[src/rtl/mpu_load_store_ctrl_if.sv]
// Command, memory-stream and register-file signals of the MPU load/store sequencer.
// slave = sequencer side, master = environment (command source, memory, register file).
interface mpu_load_store_ctrl_if #(
    parameter int FP               = 64,
    parameter int M                = 3,
    parameter int N                = 3,
    parameter int MATRIX_REGISTERS = 8,
    parameter int MBITS            = $clog2(M),
    parameter int NBITS            = $clog2(N),
    parameter int MATRIX_REG_SIZE  = $clog2(MATRIX_REGISTERS)
);
    logic                       cmd_valid_in;
    logic                       cmd_ready_out;
    logic                       cmd_store_in;
    logic [MATRIX_REG_SIZE-1:0] cmd_addr_in;
    logic [MBITS:0]             cmd_m_in;
    logic [NBITS:0]             cmd_n_in;
    logic                       cmd_err_out;
    logic                       done_out;
    logic                       mem_in_valid_in;
    logic                       mem_in_ready_out;
    logic [FP-1:0]              mem_in_data_in;
    logic                       mem_out_valid_out;
    logic                       mem_out_ready_in;
    logic [FP-1:0]              mem_out_data_out;
    logic                       reg_load_en_out;
    logic [MATRIX_REG_SIZE-1:0] reg_load_addr_out;
    logic [FP-1:0]              reg_load_element_out;
    logic [MBITS:0]             reg_i_load_loc_out;
    logic [NBITS:0]             reg_j_load_loc_out;
    logic [MBITS:0]             reg_m_load_size_out;
    logic [NBITS:0]             reg_n_load_size_out;
    logic                       reg_store_en_out;
    logic [MATRIX_REG_SIZE-1:0] reg_store_addr_out;
    logic [MBITS:0]             reg_i_store_loc_out;
    logic [NBITS:0]             reg_j_store_loc_out;
    logic [FP-1:0]              reg_store_element_in;
    logic [31:0]                elem_count_out;

    modport slave (
        input  cmd_valid_in, cmd_store_in, cmd_addr_in, cmd_m_in, cmd_n_in,
        input  mem_in_valid_in, mem_in_data_in, mem_out_ready_in, reg_store_element_in,
        output cmd_ready_out, cmd_err_out, done_out, mem_in_ready_out,
        output mem_out_valid_out, mem_out_data_out,
        output reg_load_en_out, reg_load_addr_out, reg_load_element_out,
        output reg_i_load_loc_out, reg_j_load_loc_out, reg_m_load_size_out, reg_n_load_size_out,
        output reg_store_en_out, reg_store_addr_out, reg_i_store_loc_out, reg_j_store_loc_out,
        output elem_count_out
    );

    modport master (
        output cmd_valid_in, cmd_store_in, cmd_addr_in, cmd_m_in, cmd_n_in,
        output mem_in_valid_in, mem_in_data_in, mem_out_ready_in, reg_store_element_in,
        input  cmd_ready_out, cmd_err_out, done_out, mem_in_ready_out,
        input  mem_out_valid_out, mem_out_data_out,
        input  reg_load_en_out, reg_load_addr_out, reg_load_element_out,
        input  reg_i_load_loc_out, reg_j_load_loc_out, reg_m_load_size_out, reg_n_load_size_out,
        input  reg_store_en_out, reg_store_addr_out, reg_i_store_loc_out, reg_j_store_loc_out,
        input  elem_count_out
    );
endinterface

[src/rtl/mpu_load_store_ctrl.sv]
// Load/store sequencer walking matrix elements row-major between memory streams and the register file.
// Optional element-transfer counter enabled by defining MPU_LSC_PERF_EN.
module mpu_load_store_ctrl #(
    parameter int FP               = 64,
    parameter int M                = 3,
    parameter int N                = 3,
    parameter int MATRIX_REGISTERS = 8,
    parameter int MBITS            = $clog2(M),
    parameter int NBITS            = $clog2(N),
    parameter int MATRIX_REG_SIZE  = $clog2(MATRIX_REGISTERS)
) (
    input logic                  clk,
    input logic                  rst,
    mpu_load_store_ctrl_if.slave bus
);
    typedef enum logic [2:0] {IDLE, LOAD, ST_RD, ST_OUT, DONE} state_t;

    localparam logic [MBITS:0] M_MAX = (MBITS+1)'(M);
    localparam logic [NBITS:0] N_MAX = (NBITS+1)'(N);
    localparam logic [MBITS:0] M_ONE = (MBITS+1)'(1);
    localparam logic [NBITS:0] N_ONE = (NBITS+1)'(1);

    state_t                     state_q, state_d;
    logic [MBITS:0]             i_q, i_d, m_q, m_d;
    logic [NBITS:0]             j_q, j_d, n_q, n_d;
    logic [MATRIX_REG_SIZE-1:0] addr_q, addr_d;
    logic                       err_q, err_d;
    logic                       adv_s, last_i_s, last_j_s, cmd_bad_s;

    assign last_i_s  = (i_q == m_q - M_ONE);
    assign last_j_s  = (j_q == n_q - N_ONE);
    assign cmd_bad_s = (bus.cmd_m_in == {(MBITS+1){1'b0}}) || (bus.cmd_m_in > M_MAX) ||
                       (bus.cmd_n_in == {(NBITS+1){1'b0}}) || (bus.cmd_n_in > N_MAX);

    // Element handshake: a load beat accepted or a store beat taken by the memory side
    always_comb begin
        adv_s = 1'b0;
        if (state_q == LOAD) begin
            adv_s = bus.mem_in_valid_in;
        end else if (state_q == ST_OUT) begin
            adv_s = bus.mem_out_ready_in;
        end else begin
            adv_s = 1'b0;
        end
    end

    // Next-state, index walk and command latch
    always_comb begin
        state_d = state_q;
        i_d     = i_q;
        j_d     = j_q;
        m_d     = m_q;
        n_d     = n_q;
        addr_d  = addr_q;
        err_d   = 1'b0;
        case (state_q)
            IDLE: begin
                if (bus.cmd_valid_in) begin
                    if (cmd_bad_s) begin
                        err_d = 1'b1;
                    end else begin
                        addr_d  = bus.cmd_addr_in;
                        m_d     = bus.cmd_m_in;
                        n_d     = bus.cmd_n_in;
                        i_d     = {(MBITS+1){1'b0}};
                        j_d     = {(NBITS+1){1'b0}};
                        state_d = bus.cmd_store_in ? ST_RD : LOAD;
                    end
                end else begin
                    state_d = IDLE;
                end
            end
            LOAD:    state_d = (adv_s && last_i_s && last_j_s) ? DONE : LOAD;
            ST_RD:   state_d = ST_OUT;
            ST_OUT: begin
                if (adv_s) begin
                    state_d = (last_i_s && last_j_s) ? DONE : ST_RD;
                end else begin
                    state_d = ST_OUT;
                end
            end
            DONE:    state_d = IDLE;
            default: state_d = IDLE;
        endcase
        // Row-major walk; the last element wraps both indices back to 0
        if (adv_s) begin
            if (last_j_s) begin
                j_d = {(NBITS+1){1'b0}};
                i_d = last_i_s ? {(MBITS+1){1'b0}} : i_q + M_ONE;
            end else begin
                j_d = j_q + N_ONE;
            end
        end else begin
            j_d = j_d;
        end
    end

    // FSM and command registers
    always_ff @(posedge clk) begin
        if (rst) begin
            state_q <= IDLE;
            i_q     <= {(MBITS+1){1'b0}};
            j_q     <= {(NBITS+1){1'b0}};
            m_q     <= {(MBITS+1){1'b0}};
            n_q     <= {(NBITS+1){1'b0}};
            addr_q  <= {MATRIX_REG_SIZE{1'b0}};
            err_q   <= 1'b0;
        end else begin
            state_q <= state_d;
            i_q     <= i_d;
            j_q     <= j_d;
            m_q     <= m_d;
            n_q     <= n_d;
            addr_q  <= addr_d;
            err_q   <= err_d;
        end
    end

`ifdef MPU_LSC_PERF_EN
    logic [31:0] cnt_q, cnt_d;

    // Element counter next value, wraps naturally at 32 bits
    always_comb begin
        cnt_d = cnt_q;
        if (adv_s) begin
            cnt_d = cnt_q + 32'd1;
        end else begin
            cnt_d = cnt_q;
        end
    end

    // Element counter register, cleared only by reset
    always_ff @(posedge clk) begin
        if (rst) begin
            cnt_q <= 32'd0;
        end else begin
            cnt_q <= cnt_d;
        end
    end

    assign bus.elem_count_out = cnt_q;
`else
    assign bus.elem_count_out = 32'd0;
`endif

    // Enables, valids and pulses are gated by rst so a reset cycle never leaks an access
    assign bus.cmd_ready_out        = ~rst & (state_q == IDLE);
    assign bus.cmd_err_out          = ~rst & err_q;
    assign bus.done_out             = ~rst & (state_q == DONE);
    assign bus.mem_in_ready_out     = ~rst & (state_q == LOAD);
    assign bus.reg_load_en_out      = ~rst & (state_q == LOAD) & bus.mem_in_valid_in;
    assign bus.reg_load_element_out = (state_q == LOAD) ? bus.mem_in_data_in : {FP{1'b0}};
    assign bus.reg_load_addr_out    = addr_q;
    assign bus.reg_i_load_loc_out   = i_q;
    assign bus.reg_j_load_loc_out   = j_q;
    assign bus.reg_m_load_size_out  = m_q;
    assign bus.reg_n_load_size_out  = n_q;
    assign bus.reg_store_en_out     = ~rst & (state_q == ST_RD);
    assign bus.reg_store_addr_out   = addr_q;
    assign bus.reg_i_store_loc_out  = i_q;
    assign bus.reg_j_store_loc_out  = j_q;
    assign bus.mem_out_valid_out    = ~rst & (state_q == ST_OUT);
    assign bus.mem_out_data_out     = (state_q == ST_OUT) ? bus.reg_store_element_in : {FP{1'b0}};
endmodule

[src/flat_wrapper.sv]
// flat-port wrapper written by rule: the top's interface ports become plain ports
module mpu_load_store_ctrl_flat 
#(
    parameter int FP               = 64,
    parameter int M                = 3,
    parameter int N                = 3,
    parameter int MATRIX_REGISTERS = 8,
    parameter int MBITS            = $clog2(M),
    parameter int NBITS            = $clog2(N),
    parameter int MATRIX_REG_SIZE  = $clog2(MATRIX_REGISTERS)
)
  (clk, rst, bus_cmd_valid_in, bus_cmd_store_in, bus_cmd_addr_in, bus_cmd_m_in, bus_cmd_n_in, bus_mem_in_valid_in, bus_mem_in_data_in, bus_mem_out_ready_in, bus_reg_store_element_in, bus_cmd_ready_out, bus_cmd_err_out, bus_done_out, bus_mem_in_ready_out, bus_mem_out_valid_out, bus_mem_out_data_out, bus_reg_load_en_out, bus_reg_load_addr_out, bus_reg_load_element_out, bus_reg_i_load_loc_out, bus_reg_j_load_loc_out, bus_reg_m_load_size_out, bus_reg_n_load_size_out, bus_reg_store_en_out, bus_reg_store_addr_out, bus_reg_i_store_loc_out, bus_reg_j_store_loc_out, bus_elem_count_out);
  mpu_load_store_ctrl_if #(.FP(FP), .M(M), .N(N), .MATRIX_REGISTERS(MATRIX_REGISTERS), .MBITS(MBITS), .NBITS(NBITS), .MATRIX_REG_SIZE(MATRIX_REG_SIZE)) bus_i ();
  input logic clk;
  input logic rst;
  input wire logic [$bits(bus_i.cmd_valid_in)-1:0] bus_cmd_valid_in;
  input wire logic [$bits(bus_i.cmd_store_in)-1:0] bus_cmd_store_in;
  input wire logic [$bits(bus_i.cmd_addr_in)-1:0] bus_cmd_addr_in;
  input wire logic [$bits(bus_i.cmd_m_in)-1:0] bus_cmd_m_in;
  input wire logic [$bits(bus_i.cmd_n_in)-1:0] bus_cmd_n_in;
  input wire logic [$bits(bus_i.mem_in_valid_in)-1:0] bus_mem_in_valid_in;
  input wire logic [$bits(bus_i.mem_in_data_in)-1:0] bus_mem_in_data_in;
  input wire logic [$bits(bus_i.mem_out_ready_in)-1:0] bus_mem_out_ready_in;
  input wire logic [$bits(bus_i.reg_store_element_in)-1:0] bus_reg_store_element_in;
  output wire logic [$bits(bus_i.cmd_ready_out)-1:0] bus_cmd_ready_out;
  output wire logic [$bits(bus_i.cmd_err_out)-1:0] bus_cmd_err_out;
  output wire logic [$bits(bus_i.done_out)-1:0] bus_done_out;
  output wire logic [$bits(bus_i.mem_in_ready_out)-1:0] bus_mem_in_ready_out;
  output wire logic [$bits(bus_i.mem_out_valid_out)-1:0] bus_mem_out_valid_out;
  output wire logic [$bits(bus_i.mem_out_data_out)-1:0] bus_mem_out_data_out;
  output wire logic [$bits(bus_i.reg_load_en_out)-1:0] bus_reg_load_en_out;
  output wire logic [$bits(bus_i.reg_load_addr_out)-1:0] bus_reg_load_addr_out;
  output wire logic [$bits(bus_i.reg_load_element_out)-1:0] bus_reg_load_element_out;
  output wire logic [$bits(bus_i.reg_i_load_loc_out)-1:0] bus_reg_i_load_loc_out;
  output wire logic [$bits(bus_i.reg_j_load_loc_out)-1:0] bus_reg_j_load_loc_out;
  output wire logic [$bits(bus_i.reg_m_load_size_out)-1:0] bus_reg_m_load_size_out;
  output wire logic [$bits(bus_i.reg_n_load_size_out)-1:0] bus_reg_n_load_size_out;
  output wire logic [$bits(bus_i.reg_store_en_out)-1:0] bus_reg_store_en_out;
  output wire logic [$bits(bus_i.reg_store_addr_out)-1:0] bus_reg_store_addr_out;
  output wire logic [$bits(bus_i.reg_i_store_loc_out)-1:0] bus_reg_i_store_loc_out;
  output wire logic [$bits(bus_i.reg_j_store_loc_out)-1:0] bus_reg_j_store_loc_out;
  output wire logic [$bits(bus_i.elem_count_out)-1:0] bus_elem_count_out;
  assign bus_i.cmd_valid_in = bus_cmd_valid_in;
  assign bus_i.cmd_store_in = bus_cmd_store_in;
  assign bus_i.cmd_addr_in = bus_cmd_addr_in;
  assign bus_i.cmd_m_in = bus_cmd_m_in;
  assign bus_i.cmd_n_in = bus_cmd_n_in;
  assign bus_i.mem_in_valid_in = bus_mem_in_valid_in;
  assign bus_i.mem_in_data_in = bus_mem_in_data_in;
  assign bus_i.mem_out_ready_in = bus_mem_out_ready_in;
  assign bus_i.reg_store_element_in = bus_reg_store_element_in;
  assign bus_cmd_ready_out = bus_i.cmd_ready_out;
  assign bus_cmd_err_out = bus_i.cmd_err_out;
  assign bus_done_out = bus_i.done_out;
  assign bus_mem_in_ready_out = bus_i.mem_in_ready_out;
  assign bus_mem_out_valid_out = bus_i.mem_out_valid_out;
  assign bus_mem_out_data_out = bus_i.mem_out_data_out;
  assign bus_reg_load_en_out = bus_i.reg_load_en_out;
  assign bus_reg_load_addr_out = bus_i.reg_load_addr_out;
  assign bus_reg_load_element_out = bus_i.reg_load_element_out;
  assign bus_reg_i_load_loc_out = bus_i.reg_i_load_loc_out;
  assign bus_reg_j_load_loc_out = bus_i.reg_j_load_loc_out;
  assign bus_reg_m_load_size_out = bus_i.reg_m_load_size_out;
  assign bus_reg_n_load_size_out = bus_i.reg_n_load_size_out;
  assign bus_reg_store_en_out = bus_i.reg_store_en_out;
  assign bus_reg_store_addr_out = bus_i.reg_store_addr_out;
  assign bus_reg_i_store_loc_out = bus_i.reg_i_store_loc_out;
  assign bus_reg_j_store_loc_out = bus_i.reg_j_store_loc_out;
  assign bus_elem_count_out = bus_i.elem_count_out;
  mpu_load_store_ctrl #(.FP(FP), .M(M), .N(N), .MATRIX_REGISTERS(MATRIX_REGISTERS), .MBITS(MBITS), .NBITS(NBITS), .MATRIX_REG_SIZE(MATRIX_REG_SIZE)) u_core (.clk(clk), .rst(rst), .bus(bus_i));
endmodule
[config.mk]
export PLATFORM = sky130hd
export DESIGN_NAME = mpu_load_store_ctrl_flat
export DESIGN_NICKNAME = d
export VERILOG_FILES = /design/src/rtl/mpu_load_store_ctrl_if.sv /design/src/rtl/mpu_load_store_ctrl.sv /design/src/flat_wrapper.sv
export SDC_FILE = /design/constraint.sdc
export NUM_CORES = 1
export LEC_CHECK = 0
export ABC_AREA = 0
export CORE_AREA = 2 2 128 130
export CTS_CLUSTER_DIAMETER = 50
export CTS_CLUSTER_SIZE = 12
export DETAILED_ROUTE_END_ITERATION = 8
export DIE_AREA = 0 0 130 132
export PLACE_DENSITY = 0.52
export SETUP_SLACK_MARGIN = 0.15
export SLEW_MARGIN = 15
export SYNTH_ARGS = -nofsm -noshare
export SYNTH_HDL_FRONTEND = slang
export SYNTH_SLANG_ARGS = --single-unit
[constraint.sdc]
create_clock -name clk -period 3.2 [get_ports clk]
set_input_delay 0.64 -clock clk [delete_from_list [all_inputs] [get_ports clk]]
set_output_delay 0.64 -clock clk [all_outputs]
set_load 0.05 [all_outputs]
### Word-level counts from Yosys, hierarchy flattened

Cells that the tools add are included.

* flip-flop bits (word level): 19
* output and inout bits: 191
* logic and storage cells: 69

* $add $sub $neg: 4
* order comparisons: 2
* equality and inequality tests: 8
* mux-type cells: 23
* bitwise gates (word level): 11
* reduce and logical (&&, ||, !) cells: 14

Operator list (count)
* 2-to-1 mux 64 bit: 2
* 2-to-1 mux 3 bit: 16
* case mux 3 bit (4 select lines): 1
* logical NOT 3 bit: 3
* bitwise AND 1 bit: 7
* adder 3 x 1 -> 3 bit (second input constant): 2
* == test 3 x 2 -> 1 bit (second input constant): 2
* == test 3 bit: 2
* greater-than comparator 3 x 2 -> 1 bit (second input constant): 2
* AND reduction 3 bit: 2
* subtractor 3 x 1 -> 3 bit (second input constant): 2
* NOT 1 bit: 4
* nonzero test 2 bit: 2
* == test 3 x 1 -> 1 bit (second input constant): 1
* == test 3 bit (second input constant): 1
* logical AND 1 bit: 3
* logical OR 1 bit: 3
* 2-to-1 mux 1 bit: 3
* != test 3 bit (second input constant): 1
* OR reduction 3 bit: 1
* 2-to-1 mux 2 bit: 1
* != test 2 x 1 -> 1 bit (second input constant): 1

### Logic depth before layout (Yosys ltp)

Gate-level depths: netlist of the first run.

* word-level depth: 9
* gate-level depth with buffers: 6
* depth with buffers taken out: 6

### Worst setup path after synthesis of the first run

OpenSTA, ideal clock, no wires.

* path kind: input to output
* from: input rst
* to: output bus_reg_load_en_out
* data arrival time: 2.369 ns
* required time: 2.560 ns
* slack: 0.191 ns
* stages: 2
* buffers on the path: 0
* cells stage by stage: nor3_1 -> and2_1

* word-level cells in the longest chain between the ends: 3

RTL lines
* from (decl): line flat_wrapper.sv:15 `input logic rst;`
* NOT 1 bit: line mpu_load_store_ctrl.sv:151 `assign bus.reg_load_en_out = ~rst & (state_q == LOAD) & bus.mem_in_valid_in;`
* bitwise AND 1 bit (2 in a row): line mpu_load_store_ctrl.sv:151
* to (decl): line flat_wrapper.sv:31 `output wire logic [$bits(bus_i.reg_load_en_out)-1:0] bus_reg_load_en_out;`

Every way passes these cells.

### Worst setup path after layout of the first run

* from: input rst
* to: output bus_mem_out_valid_out

* word-level cells in the longest chain between the ends: 2

RTL lines
* NOT 1 bit: line mpu_load_store_ctrl.sv:162 `assign bus.mem_out_valid_out = ~rst & (state_q == ST_OUT);`
* bitwise AND 1 bit: line mpu_load_store_ctrl.sv:162
* to (decl): line flat_wrapper.sv:29 `output wire logic [$bits(bus_i.mem_out_valid_out)-1:0] bus_mem_out_valid_out;`

Every way passes these cells.

==> results.yml, run 1 <==
run_status:
  outcome: "complete, no violations"
synth:
  synth_compound_area_share_pct: 7.17
  synth-adder-area-share_pct: 2.24
  yosysTopAreaCellShare_pct: 36.4
  yosysSeqAreaShare_pct: 17.0
  yosys_warnings: 0
  synth_top_family_by_area: "simple AND/OR/NAND/NOR gates"
  muxShareOfSynthArea_pct: 0.448
  yosys.area.top_type: "and3_1"
  yosysMostFrequentCell: "and3_1"
  synth_edf_count: 0
  synth-simple-area-share_pct: 48.5
  synth_seq_cells: 19
  synth_area_um2: 2230
  synthCells: 320
  synthDistinctLibCells: 36
  syn_avg_cell_area_um2: 6.98
  ys.flop_type: "dfxtp_1"
  synth.area.top_cells: "and3_1, dfxtp_1, buf_4"
  synthTopCellsByCount: "and3_1, buf_4, clkbuf_1, dfxtp_1"
  synthXorXnorAreaFrac_pct: 3.59
  ys_async_sr_fraction_pct: 0
drt:
  via_per_inst: 4.04
  wl_per_cell_um: 16.4
  top_layer: "met5"
  drc_errors: 0
  drt-initial-drc-count: 157
  dr_wl_met2_um: 7080
  vias: 3241
  dr_wl_met3_um: 1060
  ant_nets: 0
  drt-total-wl_um: 13200
  drt-met1-wl_um: 4940
  drtPass1Iterations: 4
floorplan:
  die_h_um: 132
  ioPinCount: 334
  dieArea_um2: 17200
  core_um2: 15700
  num_rows: 46
  dieWidth_um: 130
  start_util_pct: 14.2
timing:
  max_freq_mhz: 363
  slew_viol_final: 0
  min_period_ns: 2.76
  period_share_pct: 86.2
  finalSetupTns_ns: 0
  rsz0062_at_grt: "false"
  skew_ns: 0.00340
  setup_viol: 0
  max-slew-margin-rel_pct: 55.4
  worstMarginPinSlew_ns: 0.669
  hold_viol_final: 0
cts:
  cts_sinks: 19
  cts_tree: "built"
  cts_setup_buffers: 0
  clk_pin_slew_ns: 0.05
  cts-root-buf: "clkbuf_16"
  cts_buffer_depth: 2
  cts_resized: 0
  clock_latency_ns: 0.25
  cts_buffers: 3
  h-tree-depth: 1
  hold_buffers: 0
layout:
  syn2layout_area_growth_pct: 158
  layout-drive-gt1-share_pct: 25.4
  n_antenna_cell: 0
  stdcell_area_um2: 5770
  fin_nets: 735
global_route:
  grt_pass1_vias: 2943
  gr-usage-all-layers_pct: 13.7
  overflow: 0
  grt_antenna_before_repair: 1
  grt_max_degree: 83
  grt_pass1_wl_um: 18300
hold_path:
  hp-class: "flip-flop to flip-flop"
critical_path:
  worstPathRequired_ns: 2.56
  crit_path_start_kind: "primary input"
  end_kind: "output port"
  crit_fanout: 12
  path_class: "primary input to output port"
  ff2ff_setup_slack_ns: 1.12
  worstPathArrival_ns: 2.12
placement:
  portBuffers: 301
  postPlaceCellArea_um2: 5690
  dp_hpwl_um: 10900
  place_congestion: 0.829
job:
  maxCapViolations: 0
power:
  leakage_nw: 2.85
  ir_worst_vdd_mv: 0.276
  pwr_density_cell_nw_per_um2: 319
stage by stage:
| stage | power [mW] | worst slack [ns] | instances | hold WS [ns] | utilization [%] |
|---|---|---|---|---|---|
| 2_1_floorplan | 1.09 | 0.191 | 351 | 0.511 | - |
| 3_3_place_gp | 1.58 | 0.409 | 799 | 0.463 | 36.2 |
| 3_5_place_dp | 1.58 | 0.406 | 799 | 0.471 | 36.2 |
| 4_1_cts | 1.84 | 0.411 | 803 | 0.481 | 36.7 |
| 5_1_grt | 1.91 | 0.343 | 803 | 0.515 | 36.7 |
| 6_report | 1.84 | 0.442 | 803 | 0.477 | 36.7 |
cell type report:
class / count / area [um^2]
fillers: 1581 / 9940
repair buffers: 308 / 3500
inverters: 6 / 22.5
clock buffers: 4 / 78.8
well taps: 216 / 270
multi-input cells: 250 / 1510
flip-flops and latches: 19 / 382
layer usage:
layer | vias to the layer above | global-route usage (%)
li1 | 1590 | -
met1 | 1456 | 15.3
met2 | 183 | 26.8
met3 | 10 | 3.04
met4 | 2 | 1.25
met5 | - | 0
cell usage in the layout, fill, tap and decap left out, drive strengths merged, types with 5 or more instances in the layout:
cell and instances:
nand3 9, dfxtp 19, buf 142, clkdlybuf4s50 166
inv 6, conb 32, a21oi 15, nor2b 5
nand2 15, and3 131
final timing paths:
path	end	depth (start not counted)	startpoint
worst max-delay path	bus_mem_out_valid_out	4	rst
worst min-delay path	u_core.bus.reg_load_addr_out[0]	2	u_core.bus.reg_load_addr_out[0]
worst max register to register	u_core.bus.reg_i_load_loc_out[0]	5	u_core.state_q[0]
worst min register to register	u_core.bus.reg_load_addr_out[0]	2	u_core.bus.reg_load_addr_out[0]
worst max-delay path, stage by stage:
cell             delay [ns]
clkdlybuf4s50_1        0.66
buf_4                  0.30
nor3_1                 0.32
buf_12                 0.19
state kept, by name, summed over array words and instances, names as in the netlist:
name,flops
u_core.bus.reg_i_load_loc_out,3
u_core.bus.reg_j_load_loc_out,3
u_core.bus.reg_load_addr_out,3
u_core.bus.reg_m_load_size_out,3
u_core.bus.reg_n_load_size_out,3
u_core.err_q,1
u_core.state_q,3
kinds of logic (layout without fill, tap and decap cells):
logic type / after synthesis / in the layout
AOI/OAI and AO/OA: 26 / 26
xor gates and xnor gates: 6 / 6
adders and majority gates: 4 / 4
buffers and inverters: 82 / 318
DFF: 19 / 19
muxes: 1 / 1
other: 1 / 32
and+or+nand+nor: 181 / 181
power breakdown:
| part | switching, mW | total (mW) | internal, mW |
|---|---|---|---|
| clock network | 0.0916 | 0.261 | 0.170 |
| registers | 0.0184 | 0.266 | 0.247 |
| logic | 0.836 | 1.31 | 0.477 |
(Power assumes the default switching activity.)
==> inputs of run 2 (changes only) <==
--- a/config.mk
+++ b/config.mk
@@ -6,6 +6,7 @@
 export NUM_CORES = 1
 export LEC_CHECK = 0
 export ABC_AREA = 0
+export ABC_CLOCK_PERIOD_IN_PS = 3200
 export CORE_AREA = 2 2 128 130
 export CTS_CLUSTER_DIAMETER = 50
 export CTS_CLUSTER_SIZE = 12
==> results of run 2 <==
Same layout as run 1: the final DEF is identical, and so are final timing and power.
